**config.mk**
```make
export PLATFORM = sky130hd
export DESIGN_NAME = hazard_wb_unit_flat
export DESIGN_NICKNAME = d
export VERILOG_FILES = /design/src/rtl/hazard_wb_unit_if.sv /design/src/rtl/hazard_wb_unit.sv /design/src/flat_wrapper.sv
export SDC_FILE = /design/constraint.sdc
export NUM_CORES = 2
export LEC_CHECK = 0
export CAP_MARGIN = 10
export CORE_UTILIZATION = 56
export DETAILED_ROUTE_END_ITERATION = 6
export HOLD_SLACK_MARGIN = 0.06
export PLACE_DENSITY = 0.76
export SYNTH_ARGS = -nofsm -noshare
export SYNTH_HDL_FRONTEND = slang
export SYNTH_SLANG_ARGS = --single-unit
```
**constraint.sdc**
```tcl
create_clock -name clk -period 2.7 [get_ports clk]
set_input_delay 0.54 -clock clk [delete_from_list [all_inputs] [get_ports clk]]
set_output_delay 0.54 -clock clk [all_outputs]
set_load 0.005 [all_outputs]
```
**src/rtl/hazard_wb_unit_if.sv**
```systemverilog
// hazard_wb_unit_if: decode/exec/memacc operand bundle plus resolved operands and stall status.
interface hazard_wb_unit_if #(
    parameter int XLEN  = 32,
    parameter int NREGS = 32
);
    localparam int RW = $clog2(NREGS);
    logic            id_rs1_v, id_rs2_v;
    logic [RW-1:0]   id_rs1, id_rs2;
    logic            ex_wr, ex_is_load;
    logic [RW-1:0]   ex_rd;
    logic [XLEN-1:0] ex_result;
    logic            mem_wr;
    logic [RW-1:0]   mem_rd;
    logic [XLEN-1:0] mem_result;
    logic [XLEN-1:0] rs1_data, rs2_data;
    logic            stall;
    logic [15:0]     stall_cnt;
    modport slave (
        input  id_rs1_v, id_rs2_v, id_rs1, id_rs2, ex_wr, ex_is_load, ex_rd, ex_result,
               mem_wr, mem_rd, mem_result,
        output rs1_data, rs2_data, stall, stall_cnt
    );
    modport master (
        output id_rs1_v, id_rs2_v, id_rs1, id_rs2, ex_wr, ex_is_load, ex_rd, ex_result,
               mem_wr, mem_rd, mem_result,
        input  rs1_data, rs2_data, stall, stall_cnt
    );
endinterface

```
**src/rtl/hazard_wb_unit.sv**
```systemverilog
// hazard_wb_unit: register file with WB stage, operand forwarding and load-use stall.
// Macro HAZARD_WB_UNIT_FWD_EN enables EX/MEM forwarding; otherwise any EX/MEM match stalls.
module hazard_wb_unit #(
    parameter int XLEN  = 32,
    parameter int NREGS = 32
) (
    input logic             clk,
    input logic             rst_n,
    hazard_wb_unit_if.slave bus
);
    localparam int RW = $clog2(NREGS);

    logic [XLEN-1:0] rf_q [NREGS];
    logic [XLEN-1:0] rf_d [NREGS];
    logic            wb_wr_q, wb_wr_d;
    logic [RW-1:0]   wb_rd_q, wb_rd_d;
    logic [XLEN-1:0] wb_data_q, wb_data_d;
    logic [15:0]     stall_cnt_q, stall_cnt_d;

    logic [1:0]      op_v, hit, ex_hit, mem_hit, wb_hit, hz;
    logic [RW-1:0]   op_a [2];
    logic [XLEN-1:0] op_d [2];
    logic            stall;

    always_comb begin
        op_v    = {bus.id_rs2_v, bus.id_rs1_v};
        op_a[0] = bus.id_rs1;
        op_a[1] = bus.id_rs2;
        for (int i = 0; i < 2; i++) begin
            hit[i]     = op_v[i] && op_a[i] != '0;
            ex_hit[i]  = hit[i] && bus.ex_wr && bus.ex_rd == op_a[i];
            mem_hit[i] = hit[i] && bus.mem_wr && bus.mem_rd == op_a[i];
            wb_hit[i]  = hit[i] && wb_wr_q && wb_rd_q == op_a[i];
`ifdef HAZARD_WB_UNIT_FWD_EN
            hz[i]   = ex_hit[i] && bus.ex_is_load;
            op_d[i] = !hit[i] ? '0 :
                      (ex_hit[i] && !bus.ex_is_load) ? bus.ex_result :
                      mem_hit[i] ? bus.mem_result :
                      wb_hit[i] ? wb_data_q : rf_q[op_a[i]];
`else
            hz[i]   = ex_hit[i] || mem_hit[i];
            op_d[i] = !hit[i] ? '0 : wb_hit[i] ? wb_data_q : rf_q[op_a[i]];
`endif
        end
    end

`ifndef HAZARD_WB_UNIT_FWD_EN
    logic unused_fwd;
    assign unused_fwd = ^{bus.ex_is_load, bus.ex_result};
`endif

    assign stall         = |hz;
    assign bus.stall     = stall;
    assign bus.rs1_data  = stall ? '0 : op_d[0];
    assign bus.rs2_data  = stall ? '0 : op_d[1];
    assign bus.stall_cnt = stall_cnt_q;

    always_comb begin
        rf_d = rf_q;
        if (wb_wr_q && wb_rd_q != '0) rf_d[wb_rd_q] = wb_data_q;
        wb_wr_d     = bus.mem_wr;
        wb_rd_d     = bus.mem_rd;
        wb_data_d   = bus.mem_result;
        stall_cnt_d = (stall && stall_cnt_q != 16'hFFFF) ? stall_cnt_q + 16'd1 : stall_cnt_q;
    end

    always_ff @(posedge clk or negedge rst_n) begin
        if (!rst_n) begin
            for (int i = 0; i < NREGS; i++) rf_q[i] <= '0;
            wb_wr_q     <= 1'b0;
            wb_rd_q     <= '0;
            wb_data_q   <= '0;
            stall_cnt_q <= '0;
        end else begin
            rf_q        <= rf_d;
            wb_wr_q     <= wb_wr_d;
            wb_rd_q     <= wb_rd_d;
            wb_data_q   <= wb_data_d;
            stall_cnt_q <= stall_cnt_d;
        end
    end
endmodule

```
**src/flat_wrapper.sv**
```systemverilog
// flat-port wrapper written by rule: the top's interface ports become plain ports
module hazard_wb_unit_flat 
#(
    parameter int XLEN  = 32,
    parameter int NREGS = 32
)
  (clk, rst_n, bus_id_rs1_v, bus_id_rs2_v, bus_id_rs1, bus_id_rs2, bus_ex_wr, bus_ex_is_load, bus_ex_rd, bus_ex_result, bus_mem_wr, bus_mem_rd, bus_mem_result, bus_rs1_data, bus_rs2_data, bus_stall, bus_stall_cnt);
  hazard_wb_unit_if #(.XLEN(XLEN), .NREGS(NREGS)) bus_i ();
  input logic clk;
  input logic rst_n;
  input wire logic [$bits(bus_i.id_rs1_v)-1:0] bus_id_rs1_v;
  input wire logic [$bits(bus_i.id_rs2_v)-1:0] bus_id_rs2_v;
  input wire logic [$bits(bus_i.id_rs1)-1:0] bus_id_rs1;
  input wire logic [$bits(bus_i.id_rs2)-1:0] bus_id_rs2;
  input wire logic [$bits(bus_i.ex_wr)-1:0] bus_ex_wr;
  input wire logic [$bits(bus_i.ex_is_load)-1:0] bus_ex_is_load;
  input wire logic [$bits(bus_i.ex_rd)-1:0] bus_ex_rd;
  input wire logic [$bits(bus_i.ex_result)-1:0] bus_ex_result;
  input wire logic [$bits(bus_i.mem_wr)-1:0] bus_mem_wr;
  input wire logic [$bits(bus_i.mem_rd)-1:0] bus_mem_rd;
  input wire logic [$bits(bus_i.mem_result)-1:0] bus_mem_result;
  output wire logic [$bits(bus_i.rs1_data)-1:0] bus_rs1_data;
  output wire logic [$bits(bus_i.rs2_data)-1:0] bus_rs2_data;
  output wire logic [$bits(bus_i.stall)-1:0] bus_stall;
  output wire logic [$bits(bus_i.stall_cnt)-1:0] bus_stall_cnt;
  assign bus_i.id_rs1_v = bus_id_rs1_v;
  assign bus_i.id_rs2_v = bus_id_rs2_v;
  assign bus_i.id_rs1 = bus_id_rs1;
  assign bus_i.id_rs2 = bus_id_rs2;
  assign bus_i.ex_wr = bus_ex_wr;
  assign bus_i.ex_is_load = bus_ex_is_load;
  assign bus_i.ex_rd = bus_ex_rd;
  assign bus_i.ex_result = bus_ex_result;
  assign bus_i.mem_wr = bus_mem_wr;
  assign bus_i.mem_rd = bus_mem_rd;
  assign bus_i.mem_result = bus_mem_result;
  assign bus_rs1_data = bus_i.rs1_data;
  assign bus_rs2_data = bus_i.rs2_data;
  assign bus_stall = bus_i.stall;
  assign bus_stall_cnt = bus_i.stall_cnt;
  hazard_wb_unit #(.XLEN(XLEN), .NREGS(NREGS)) u_core (.clk(clk), .rst_n(rst_n), .bus(bus_i));
endmodule
```
== Word-level counts from Yosys, hierarchy flattened ==
Index checks and enable logic that the tools add are counted.
W data, S select, Z words.
Operators by class
  reductions and logical operators: 23
  equal/unequal tests: 7
  add/subtract/negate cells: 1
  bitwise logic cells: 3
  $lt $le $gt $ge: 4
  multiplexer cells: 15
Operators with widths (number)
  $bwmux W1024: 1
  $mux W32: 11
  $bmux W32 S5: 2
  $demux W32 S5: 1
  $eq A5 B5 Y1: 6
  $ge A6 B6 Y1 const B: 3
  $not A5 Y6: 3
  $logic_and A1 B1 Y1: 17
  $add A16 B1 Y16 const B: 1
  $ne A16 B16 Y1 const B: 1
  $reduce_bool A5 Y1: 3
  $lt A6 B1 Y1 const B: 1
  $logic_or A1 B1 Y1: 2
  $reduce_or A2 Y1: 1
Storage, ports and cells
  input bits: 91
  word-level logic and storage cells: 89
  bits in registers: 1078
  output and inout port bits: 81

== Logic depth before layout (Yosys ltp) ==
  depth after elaboration: 7
  depth in mapped cells: 10

== Worst setup path before layout ==
OpenSTA, ideal clock, no wires.
  kind: input to output
  from: in bus_id_rs2[0]
  to: out bus_rs2_data[0]
  arrival time: 2308 ps
  path buffers: 4
  required time: 2160 ps
  setup slack: -148 ps
  stages on the path: 8
  cell sequence: buf_2 -> buf_6 -> buf_6 -> buf_2 -> mux4_2 -> mux2i_1 -> o21ai_0 -> a32o_1
Between the ends
  longest elaborated chain between the ends: 7
  elaborated cells between the ends (all ways): 20
  classes of those cells: eq/ne: 3; mux: 6; bitwise: 1; reduce/logical: 10
Ends and longest elaborated chain
  start, declared: line flat_wrapper.sv:14  | input wire logic [$bits(bus_i.id_rs2)-1:0] bus_id_rs2;
  $not A5 Y6 (not written as such) or $reduce_bool A5 Y1 (tied branches): line hazard_wb_unit.sv:42, hazard_wb_unit.sv:30
  $bmux W32 S5 or $logic_and A1 B1 Y1 (tied branches): line hazard_wb_unit.sv:42, hazard_wb_unit.sv:30
  $mux W32 (not written as such), or another cell as far along (2 in series): line hazard_wb_unit.sv:42  | op_d[i] = !hit[i] ? '0 : wb_hit[i] ? wb_data_q : rf_q[op_a[i]];
  $mux W32 or $logic_or A1 B1 Y1 (tied branches): line hazard_wb_unit.sv:42, hazard_wb_unit.sv:41
  $mux W32 or $reduce_or A2 Y1 (tied branches): line hazard_wb_unit.sv:42, hazard_wb_unit.sv:52
  $mux W32 *: line hazard_wb_unit.sv:55  | assign bus.rs2_data = stall ? '0 : op_d[1];
  end, declared: line flat_wrapper.sv:23  | output wire logic [$bits(bus_i.rs2_data)-1:0] bus_rs2_data;
Mark *: on every way between the ends. The rest lies on a longest branch, timed or not. The select of a mux whose other input is x is not followed.

== Worst setup path after layout ==
  from: reg u_core.wb_rd_q[0]
  to: out bus_rs2_data[19]
Between the ends
  longest elaborated chain between the ends: 5
Ends and longest elaborated chain
  start, declared: line hazard_wb_unit.sv:16  | logic [RW-1:0] wb_rd_q, wb_rd_d;
  start signal, assigned: line hazard_wb_unit.sv:77  | wb_rd_q <= wb_rd_d;
  $eq A5 B5 Y1: line hazard_wb_unit.sv:33  | wb_hit[i] = hit[i] && wb_wr_q && wb_rd_q == op_a[i];
  $logic_and A1 B1 Y1: line hazard_wb_unit.sv:33
  $mux W32 (2 in series): line hazard_wb_unit.sv:42
  $mux W32: line hazard_wb_unit.sv:55
No other way between the ends.

==> impl_metrics.env <==
export IMPL_critPathKind="flop to output port"
export IMPL_rrSetupSlack_ns=0.24
export IMPL_post_layout_nonfiller_instances=5780
export IMPL_core_area_um2=101000
export IMPL_rr_startpoint="u_core.wb_rd_q[1]"
export IMPL_hold_depth=1
export IMPL_reg2reg_depth=6
export IMPL_placed_cells=5522
export IMPL_grt_pass1_wl_um=273000
export IMPL_end_kind="output port"
export IMPL_yosysSeqAreaShare=0.471
export IMPL_maxSlewHeadroom=0.490
export IMPL_hp_class="primary input to flop"
export IMPL_netlist_area_um2=57200
export IMPL_syn_avg_cell_area_um2=14.7
export IMPL_areaGrowthSynthToFinish_pct=21.7
export IMPL_peakVddDrop_mv=0.595
export IMPL_hold_end="u_core.wb_rd_q[3]"
export IMPL_final_cell_mix="dfrtp_1 (1074), mux2_2 (998), buf_4 (428), mux4_2 (426), mux2i_1 (334)"
export IMPL_routedWlPerCell_um=32.0
export IMPL_hold_viol=0
export IMPL_gp_congestion=0.912
export IMPL_tightest_slew_ns=0.765
export IMPL_timing_rr_end="u_core.rf_q[243]"
export IMPL_status="finished with violations"
export IMPL_max_cap_violations=0
export IMPL_synth_nets=3986
export IMPL_cp_arrival_ns=3.15
export IMPL_port_buffers=138
export IMPL_whs_ns=0.151
export IMPL_cts_htree_levels=3
export IMPL_power_per_cell_area_nw_per_um2=690
export IMPL_synth_ff_type="dfrtp_1"
export IMPL_die_y_um=322
export IMPL_fin_ws_ns=-0.993
export IMPL_path_clk_slew_ns=0.06
export IMPL_clock_sinks=1078
export IMPL_yosysWarningCount=0
export IMPL_rsz0062_at_grt="true"
export IMPL_drtIter0Drc=4278
export IMPL_cts_path_max_buffers=3
export IMPL_first_pass_iters=7
export IMPL_drive_gt1_frac=0.564
export IMPL_p_leak_nw=30.8
export IMPL_clock_latency_ns=0.72
export IMPL_setup_viol=65
export IMPL_dp_hpwl_um=119000
export IMPL_fill_cells=6633
export IMPL_worstPathRequired_ns=2.16
export IMPL_cts_tree="yes"
export IMPL_finalNetCount=4424
export IMPL_slew_violations=0
export IMPL_antenna_found_initial=2
export IMPL_routed_via_density=6.96
export IMPL_finalCriticalPeriod_ns=3.69
export IMPL_clock_skew_ns=0.0238
export IMPL_synth_seq_cells=1078
export IMPL_fmax_mhz=271
export IMPL_ant_nets=0
export IMPL_synth_cell_types=52
export IMPL_drc=0
export IMPL_hp_start="bus_mem_rd[3]"
export IMPL_die_area_um2=103000
export IMPL_die_w_um=322
export IMPL_crit_fanout=5
export IMPL_cts_root_buf="clkbuf_16"
export IMPL_async_flop_share=1.00
export IMPL_start_util=0.568
export IMPL_grt_max_degree=74
export IMPL_num_vias=40200
export IMPL_crit_top_cell="buf_4"
export IMPL_grt_pass1_vias=41300
export IMPL_numCtsBuffers=113
export IMPL_worstPathCellList="xor2_2 > nor4_4 > nand3_1 > nor2_2 > buf_6 > nor2_4 > clkbuf_16 > buf_4 > buf_4 > a32o_1 > clkbuf_2"
export IMPL_final_common_cell="dfrtp_1"
export IMPL_gr_total_overflow=0
export IMPL_violations="setup timing"
export IMPL_synth_edf_count=0
export IMPL_slowest_stage="dfrtp_2"
export IMPL_post_route_util=0.691
export IMPL_wirelength_um=185000
export IMPL_num_rows=116
export IMPL_period_share=1.37
export IMPL_max_stage_delay_ns=0.49
export IMPL_setup_worst_path_start_class="flop"
export IMPL_pin_count=172
export IMPL_synthCells=3894
export IMPL_gr_usage_all_layers=0.359
-- logic make-up after synthesis --
logic type | share of synthesized area
compound gates | 0.0445
simple gates | 0.0200
flops | 0.471
buf+inv | 0.0347
mux | 0.422
fa+ha+maj | 0.000219
xor+xnor | 0.00673
-- sequential cells by signal (all words and copies together), names as in the netlist --
register	count
u_core.wb_wr_q	1
u_core.wb_rd_q	5
u_core.bus.stall_cnt	16
u_core.wb_data_q	32
u_core.rf_q	1024
-- where the power goes --
group          switching, mW  internal (mW)
Combinational           4.34           6.31
Clock                   6.82           9.20
Sequential              2.27           19.1
-- area by class of cell --
type / instances / area (um^2) / share of cell area
diodes: 1 / 2.50 / 0.0000359
inverters: 2 / 12.5 / 0.000180
flip-flops and latches: 1078 / 27000 / 0.387
repair buffers: 759 / 7770 / 0.112
multi-input cells: 2378 / 29400 / 0.422
clock buffers: 158 / 3310 / 0.0475
well taps: 1357 / 1700 / 0.0244
clock inverters: 47 / 477 / 0.00685
-- worst max-delay path, delay by kind of cell, from the launching register on --
family,cells,cell delay [ns]
AOI/OAI and AO/OA,1,0.22
xor gates and xnor gates,1,0.22
buffers and inverters,5,0.70
DFF,1,0.49
and+or+nand+nor,4,0.78
-- through the flow --
step                      instance area, um^2  setup TNS, ns  setup WS, ns  power, mW
after global routing                    69600         -56.11         -1.03       49.7
after global placement                  64400         -72.53         -1.57       31.3
final                                   69600         -52.49        -0.993       48.0
after CTS                               69200         -46.37        -0.920       47.8
after floorplan                         57400        -0.0460      -0.00434       27.8
after detailed placement                64400         -67.83         -1.44       31.8
-- worst max path at each step --
stage	startpoint	endpoint	slack, ns	cells past startpoint
finish	u_core.wb_rd_q[0]	bus_rs2_data[19]	-0.99	11
global route	u_core.wb_rd_q[0]	bus_rs2_data[19]	-1.03	11
CTS	u_core.wb_rd_q[0]	bus_rs2_data[2]	-0.92	8
detailed placement	bus_id_rs1[3]	bus_rs1_data[1]	-1.44	11
global placement	bus_id_rs1[3]	bus_rs1_data[1]	-1.57	11
floorplan	bus_id_rs2[0]	bus_rs2_data[22]	-0.004	8
-- routing by layer --
layer | track usage | wire (um)
met1 | 0.484 | 70400
met2 | 0.542 | 83800
met3 | 0.0948 | 19900
met4 | 0.181 | 10900
met5 | 0 | 0
-- synth_stat cells (all sizes together) (39+ instances only) --
| cell type | n | area share |
|---|---|---|
| clkbuf | 226 | 0.015 |
| buf | 210 | 0.020 |
| nor2 | 67 | 0.0045 |
| mux2 | 998 | 0.20 |
| o22ai | 39 | 0.0045 |
| mux2i | 334 | 0.058 |
| dfrtp | 1078 | 0.47 |
| nor3 | 78 | 0.0068 |
| a21oi | 58 | 0.0051 |
| a22oi | 56 | 0.0073 |
| a221oi | 66 | 0.010 |
| mux4 | 426 | 0.17 |
-- what timing repair did --
action,4_1_cts,5_1_grt
pin swaps,40,35
cloned,4,1
hold buffers,1,3
setup endpoints to repair,65,65
hold endpoints to repair,25,3
setup buffers,46,31
resized for setup,348,153
Note: power is estimated with default switching activity, not from simulation.
